==> config.mk <==
export PLATFORM = sky130hd
export DESIGN_NAME = sample_buffer
export DESIGN_NICKNAME = d
export VERILOG_FILES = /design/src/rtl/sample_buf_pkg.sv /design/src/rtl/seq_gap_checker.sv /design/src/rtl/sample_buffer.sv
export SDC_FILE = /design/constraint.sdc
export NUM_CORES = 1
export LEC_CHECK = 0
export BUFFER_PORTS_ARGS = -buffer_cell sky130_fd_sc_hd__buf_2
export CORE_MARGIN = 2
export CORE_UTILIZATION = 30
export CTS_CLUSTER_DIAMETER = 100
export DETAILED_ROUTE_END_ITERATION = 8
export HOLD_SLACK_MARGIN = 0.15
export SLEW_MARGIN = 20
export SYNTH_ARGS = -nofsm -noshare
export SYNTH_HDL_FRONTEND = slang
export SYNTH_SLANG_ARGS = --single-unit
==> constraint.sdc <==
create_clock -name clk -period 3.3 [get_ports clk]
set_input_delay 0.165 -clock clk [delete_from_list [all_inputs] [get_ports clk]]
set_output_delay 0.165 -clock clk [all_outputs]
set_load 0.01 [all_outputs]
==> src/rtl/sample_buf_pkg.sv <==
// rtl/sample_buf_pkg.sv - shared default sizes for the sample buffer slice
package sample_buf_pkg;

   // Default sample width, buffer depth and counter width
   localparam int DATA_W_DEF = 12;
   localparam int DEPTH_DEF  = 8;
   localparam int CNT_W_DEF  = 8;

endpackage

==> src/rtl/seq_gap_checker.sv <==
// rtl/seq_gap_checker.sv - flags breaks in an incrementing counter sample stream
module seq_gap_checker
   import sample_buf_pkg::*;
#(
   parameter int DATA_W = DATA_W_DEF,
   parameter int CNT_W  = CNT_W_DEF
) (
   input  logic              clk,
   input  logic              rst_n,
   input  logic              in_valid,
   input  logic [DATA_W-1:0] in_data,
   output logic              gap_err,
   output logic [CNT_W-1:0]  gap_cnt
);

   logic              have_q;
   logic              have_d;
   logic [DATA_W-1:0] exp_q;
   logic [DATA_W-1:0] exp_d;
   logic              gap_err_q;
   logic              gap_err_d;
   logic [CNT_W-1:0]  gap_cnt_q;
   logic [CNT_W-1:0]  gap_cnt_d;
   logic              mismatch;

   // Only samples after the first one can be out of sequence; the
   // expectation always follows the latest sample so a gap resynchronises
   assign mismatch = in_valid && have_q && (in_data != exp_q);

   // Next-state for expectation, error pulse and saturating gap counter
   always_comb begin
      have_d    = have_q;
      exp_d     = exp_q;
      gap_err_d = mismatch;
      gap_cnt_d = gap_cnt_q;
      if (in_valid) begin
         have_d = 1'b1;
         exp_d  = in_data + DATA_W'(1);
      end
      if (mismatch && (gap_cnt_q != {CNT_W{1'b1}})) begin
         gap_cnt_d = gap_cnt_q + CNT_W'(1);
      end
   end

   // Checker state registers with synchronous reset
   always_ff @(posedge clk) begin
      if (!rst_n) begin
         have_q    <= 1'b0;
         exp_q     <= '0;
         gap_err_q <= 1'b0;
         gap_cnt_q <= '0;
      end else begin
         have_q    <= have_d;
         exp_q     <= exp_d;
         gap_err_q <= gap_err_d;
         gap_cnt_q <= gap_cnt_d;
      end
   end

   assign gap_err = gap_err_q;
   assign gap_cnt = gap_cnt_q;

endmodule

==> src/rtl/sample_buffer.sv <==
// rtl/sample_buffer.sv - lossy sample FIFO with drop counting and sequence checking
module sample_buffer
   import sample_buf_pkg::*;
#(
   parameter int DATA_W = DATA_W_DEF,
   parameter int DEPTH  = DEPTH_DEF,
   parameter int CNT_W  = CNT_W_DEF
) (
   input  logic                   clk,
   input  logic                   rst_n,
   input  logic                   in_valid,
   input  logic [DATA_W-1:0]      in_data,
   output logic                   out_valid,
   input  logic                   out_ready,
   output logic [DATA_W-1:0]      out_data,
   output logic [$clog2(DEPTH):0] level,
   output logic [CNT_W-1:0]       drop_cnt,
   output logic                   gap_err,
   output logic [CNT_W-1:0]       gap_cnt
);

   localparam int PTR_W = $clog2(DEPTH);
   localparam int LVL_W = PTR_W + 1;

   logic [DATA_W-1:0] mem_q [DEPTH];
   logic [PTR_W-1:0]  wr_ptr_q;
   logic [PTR_W-1:0]  wr_ptr_d;
   logic [PTR_W-1:0]  rd_ptr_q;
   logic [PTR_W-1:0]  rd_ptr_d;
   logic [LVL_W-1:0]  level_q;
   logic [LVL_W-1:0]  level_d;
   logic              out_valid_q;
   logic              out_valid_d;
   logic [CNT_W-1:0]  drop_cnt_q;
   logic [CNT_W-1:0]  drop_cnt_d;
   logic              full;
   logic              push;
   logic              pop;
   logic              drop;

   assign full = (level_q == LVL_W'(DEPTH));
   assign pop  = out_valid_q && out_ready;
   // A full buffer still accepts a sample when a slot frees in the same cycle
   assign push = in_valid && (!full || pop);
   assign drop = in_valid && !push;

   // Pointer, occupancy, valid and drop-counter next state
   always_comb begin
      wr_ptr_d   = wr_ptr_q;
      rd_ptr_d   = rd_ptr_q;
      level_d    = level_q;
      drop_cnt_d = drop_cnt_q;
      if (push) begin
         wr_ptr_d = wr_ptr_q + PTR_W'(1);
      end
      if (pop) begin
         rd_ptr_d = rd_ptr_q + PTR_W'(1);
      end
      if (push && !pop) begin
         level_d = level_q + LVL_W'(1);
      end else if (pop && !push) begin
         level_d = level_q - LVL_W'(1);
      end
      if (drop && (drop_cnt_q != {CNT_W{1'b1}})) begin
         drop_cnt_d = drop_cnt_q + CNT_W'(1);
      end
      out_valid_d = (level_d != '0);
   end

   // Control registers with synchronous reset; buffered samples are discarded
   always_ff @(posedge clk) begin
      if (!rst_n) begin
         wr_ptr_q    <= '0;
         rd_ptr_q    <= '0;
         level_q     <= '0;
         out_valid_q <= 1'b0;
         drop_cnt_q  <= '0;
      end else begin
         wr_ptr_q    <= wr_ptr_d;
         rd_ptr_q    <= rd_ptr_d;
         level_q     <= level_d;
         out_valid_q <= out_valid_d;
         drop_cnt_q  <= drop_cnt_d;
      end
   end

   // Sample storage; contents are meaningless until pointed at, so no reset
   always_ff @(posedge clk) begin
      if (push && rst_n) begin
         mem_q[wr_ptr_q] <= in_data;
      end
   end

   assign out_data  = mem_q[rd_ptr_q];
   assign out_valid = out_valid_q;
   assign level     = level_q;
   assign drop_cnt  = drop_cnt_q;

   seq_gap_checker #(
      .DATA_W (DATA_W),
      .CNT_W  (CNT_W)
   ) u_gap (
      .clk      (clk),
      .rst_n    (rst_n),
      .in_valid (in_valid),
      .in_data  (in_data),
      .gap_err  (gap_err),
      .gap_cnt  (gap_cnt)
   );

endmodule
-- Word level (Yosys, flattened, before mapping)
Memory sizes are Yosys's and may differ from the RTL's. A register that Yosys moved wholly into a read port is not among the register bits.
Cells that the tools add are included.
- register bits: 41
- RAM bits: 96
- input port bits: 16
- memories kept: 1
- $add $sub $neg: 7
- eq/ne operators: 4
- muxes and demuxes: 6
- reductions and logical operators: 15
- memory list (memory ; words ; width ; rd ports ; clocked after Yosys merged registers in ; wr ports ; RTL line ; text):
    mem_q ; 8 ; 12 ; 1 ; 1 ; 1 ; sample_buffer.sv:25 ; logic [DATA_W-1:0] mem_q [DEPTH];
- operators by type and width (kind ; count):
    8-bit by 1-bit adder with 8-bit output (second input constant) ; 2
    8-bit inequality test (second input constant) ; 2
    12-bit by 1-bit adder with 12-bit output (second input constant) ; 1
    12-bit inequality test ; 1
    1-bit logical AND ; 10
    4-bit 2-to-1 mux ; 2
    3-bit by 1-bit adder with 3-bit output (second input constant) ; 2
    3-bit 2-to-1 mux ; 2
    4-bit by 1-bit adder with 4-bit output (second input constant) ; 1
    4-bit equality test (second input constant) ; 1
    4-bit nonzero test ; 1
    4-bit by 1-bit subtractor with 4-bit output (second input constant) ; 1
    1-bit logical NOT ; 3
    1-bit 2-to-1 mux ; 2
    1-bit logical OR ; 1

-- Longest topological paths before layout
- depth after elaboration: 9
- mapped depth: 8
- mapped depth without buffers: 7

-- Modules after synthesis
From an unflattened synthesis, not the netlist that was laid out.
- cell total of the unflattened synthesis: 405
- area total of the unflattened synthesis: 5918.2 um2
- by module, submodules not included (module ; instances ; cells an instance ; area an instance (um2) ; sequential area each (um2)):
    sample_buffer ; 1 ; 266 ; 4728.3 ; 3323.2
    seq_gap_checker ; 1 ; 139 ; 1189.9 ; 440.4

-- Least setup slack after synthesis
OpenSTA, ideal clock, no wires.
- path type: register to register
- start point: reg level_q[0] (netlist: level[0])
- end point: mem mem_q[4][0] (netlist bit), enable pin
- setup time: 0.396 ns
- arrival time: 2.341 ns
- data required time: 2.904 ns
- setup slack: 0.563 ns
- cell stages (with the launch flop): 7
- buffers on the path: 0
- clock period less this slack: 2.737 ns
- cells stage by stage: dfxtp_1 > inv_1 > ha_1 > and3b_1 > a21oi_1 > nand3_1 > nor3_1
- longest elaborated chain between the ends: 7
- RTL lines (what ; RTL line ; text):
    start: declaration ; sample_buffer.sv:30 ; logic [LVL_W-1:0] level_q;
    start signal: assignment ; sample_buffer.sv:81 ; level_q <= level_d;
    4-bit equality test ; sample_buffer.sv:41 ; assign full = (level_q == LVL_W'(DEPTH));
    1-bit logical NOT ; sample_buffer.sv:44 ; assign push = in_valid && (!full || pop);
    1-bit logical OR ; sample_buffer.sv:44 ;
    1-bit logical AND ; sample_buffer.sv:44 ;
    1-bit logical AND ; sample_buffer.sv:89 ; if (push && rst_n) begin
    1-bit 2-to-1 mux ; sample_buffer.sv:89 ;
    1-bit 2-to-1 mux (implied by the code) ; sample_buffer.sv:90 ; mem_q[wr_ptr_q] <= in_data;
    end: declaration ; sample_buffer.sv:25 ;
Every way passes these cells.

-- Worst setup path in the final report
- start point: reg level_q[0] (netlist: level[0])
- end point: mem mem_q[6][11] (netlist bit), enable pin
The elaborated chain is that of the path after synthesis.

==> metrics.cfg <==
[synthesis]
ys_seq_elements = 140
synthTopCellsByArea = edfxtp_1, dfxtp_1, mux4_2
synth.avg_cell_area_um2 = 14.6
ys_seq_area_share_pct = 64.6
yosysTopAreaCellShare_pct = 49.5
netlist_area_um2 = 5820
synth_largest_area_cell = edfxtp_1
syn_inst = 399
yosys_warnings = 0
yosysUniqueCellTypes = 44
synth_fp_nets = 422

[cells_and_area]
layout.cells.most_common = edfxtp_1
final_core_util_pct = 37.5
diodes = 0
final_cell_mix = edfxtp_1, buf_2, dfxtp_1, nor2_1, nand2_1
ff_latch_area_um2 = 3760
n_fill_cell = 1824
final_net_count = 494
multiInputGateArea_um2 = 1970
drive_above_1_share_pct = 26.9
areaGrowthSynthToFinish_pct = 21.7

[clock_network]
clock-root-buffer = clkbuf_16
cts.clk_slew.worst_paths_ns = 0.06
cts_sinks = 140
cts_resized = 0
clk_latency_ns = 0.42
htreeDepth = 4
cts_buffers = 17
cts_tree = done
cts_buffer_depth = 2

[routing]
routedWlPerCell_um = 17.0
viasPerCell = 4.73
drt-initial-drc-count = 217
ant_nets = 0
wl_mm = 12.6
dr.pass1.iters = 4
vias = 3515
remaining_drc_errors = 0

[worst_setup_path]
rr_endpoint = mem_q[6][11]$_DFFE_PP_
timing.rr.start = level[0]$_SDFF_PN0_
critPathCaptureType = flip-flop
critPathSlowestCell = nor2_1
timing.reg2reg.setup_slack_ns = 0.74
critical_path.startpoint_type = flip-flop
critPathKind = reg -> reg
crit_path_cell_trace = inv_1, ha_1, and3b_1, a21oi_1, nand3_1, nor2_1, buf_4
worst-r2r-cell-count = 7
critical_path.max_fanout = 7
max_stage_delay_ns = 0.42
required_ns = 3.43
arrival_ns = 2.68

[timing]
max_freq_mhz = 391
period_share_pct = 77.5
tightest_slew_ns = 0.822
fin_crit_ns = 2.56
skew_ns = 0.00802
slew_viol_final = 0
setup_viol = 0
fin_setup_tns_ns = 0
relSlewSlack_pct = 45.0
timing_hold_violations_final = 0
rsz0062_at_grt = false

[place]
dp_hpwl_mm = 8.26
portBuffers = 49
place.gp.congestion = 0.766

[floorplanning]
dieArea_um2 = 20500
initial_core_util_pct = 30.8
core_area_um2 = 18900
ios = 50
die_h_um = 143
die_w_um = 143
rows = 50

[power_and_ir_drop]
p_clk_share_pct = 44.2
p_int_mw = 3.29
p_switching_mw = 0.954
p_sw_share_pct = 22.5
ir_drop_v = 0.000380
p_comb_share_pct = 9.6
power_density_nw_per_um2 = 599
p_leak_nw = 2.43
seqPwrFrac_pct = 46.2

[global_route]
grt_usage_pct = 13.2
grt_start_max_net_pins = 33
first_global_vias = 3549
grt_remaining_overflow = 0
grt_pass1_wl_mm = 19.8
antenna_found_initial = 0

[run]
max-cap-violations = 0

[min_path]
hold_depth = 1
hold_end = mem_q[4][5]$_DFFE_PP_
min_from = in_data[5]
hold_path.class = in -> reg

[status]
status = complete, no violations

through the flow:
step	cells	setup WS [ns]	total power, mW	cell area [µm²]	hold WS [ns]
6_report	743	0.744	4.25	7090	0.169
5_1_grt	743	0.555	4.41	7090	0.166
4_1_cts	743	0.733	4.30	7090	0.154
3_5_place_dp	701	0.746	2.40	6400	0.466
3_3_place_gp	701	0.876	2.39	6400	0.449
2_1_floorplan	399	0.563	2.26	5820	0.264
timing repair:
item                      CTS  global route
hold buffers               11             0
hold endpoints to repair   78             0
buffers inserted            0             0
state kept, by name (all words and copies together) (netlist names), named ones only:
name	count
drop_cnt	8
level	4
mem_q	96
out_valid	1
rd_ptr_q	3
u_gap.exp_q	12
u_gap.gap_cnt	8
u_gap.gap_err	1
u_gap.have_q	1
wr_ptr_q	3
power groups by stage:
stage / registers, mW / logic (mW) / clock network, mW
floorplan: 2.00 / 0.267 / 0
detailed placement: 2.00 / 0.404 / 0
CTS: 1.96 / 0.416 / 1.91
finish: 1.96 / 0.408 / 1.88
global placement: 2.00 / 0.393 / 0
global route: 1.97 / 0.452 / 1.99
worst max-delay path: cells and delay by family, from the launching register on:
family	cells	cell delay, ns
fa+ha+maj	1	0.26
compound gates	1	0.40
flops	1	0.39
buf+inv	2	0.33
simple gates	3	0.87
logic make-up after synthesis:
logic type / Yosys count / synth area share [%]
flip-flops: 140 / 64.6
AND/OR/NAND/NOR: 114 / 9.82
multiplexers: 46 / 13.3
AO/OA/AOI/OAI: 37 / 4.17
XOR/XNOR: 32 / 4.81
buffers and inverters: 23 / 1.74
adder cells (fa/ha/maj): 7 / 1.50
Yosys cell counts, drive strengths merged:
master / number
buf: 13
nand3: 9
and2: 5
o41a: 1
nand3b: 2
or3: 3
nand2: 26
and3b: 1
a22oi: 1
inv: 6
mux2: 12
clkbuf: 4
or4: 2
o22ai: 1
nor2: 33
nor4b: 2
and3: 6
dfxtp: 44
a21oi: 9
a31oi: 2
xnor2: 23
o31ai: 1
mux2i: 10
ha: 7
a211o: 1
o211ai: 1
o21ai: 8
nor3: 8
a211oi: 10
a21boi: 1
edfxtp: 96
and4: 2
mux4: 24
nor4: 3
nand4: 5
xor2: 9
a41o: 1
nand2b: 7
area by class of cell:
cell class,count,area share [%]
multi-input combinational,236,27.8
clock buffer,19,6.11
tap,260,4.59
clock inverter,12,2.06
sequential,140,53.1
inverter,6,0.318
timing repair buffer,70,6.07
worst max-delay path by stage:
stage | startpoint | slack, ns | end | cells after the start
3_5_place_dp | level[0]$_SDFF_PN0_ | 0.75 | mem_q[6][2]$_DFFE_PP_ | 7
3_3_place_gp | level[1]$_SDFF_PN0_ | 0.88 | mem_q[6][11]$_DFFE_PP_ | 7
5_1_grt | level[1]$_SDFF_PN0_ | 0.56 | mem_q[6][11]$_DFFE_PP_ | 7
6_report | level[0]$_SDFF_PN0_ | 0.74 | mem_q[6][11]$_DFFE_PP_ | 7
4_1_cts | level[0]$_SDFF_PN0_ | 0.73 | mem_q[6][11]$_DFFE_PP_ | 7
2_1_floorplan | level[0]$_SDFF_PN0_ | 0.56 | mem_q[4][0]$_DFFE_PP_ | 6
per-layer routing:
| layer | up-vias | track usage (%) | part of all wire [%] |
|---|---|---|---|
| met4 | 0 | 4.54 | 1.2 |
| met2 | 98 | 20.7 | 47 |
| met3 | 14 | 4.13 | 5.3 |
| met1 | 1745 | 17.3 | 47 |
| met5 | - | 0 | 0 |
| li1 | 1658 | - | - |
No activity file was read; power rests on OpenSTA's default activity.
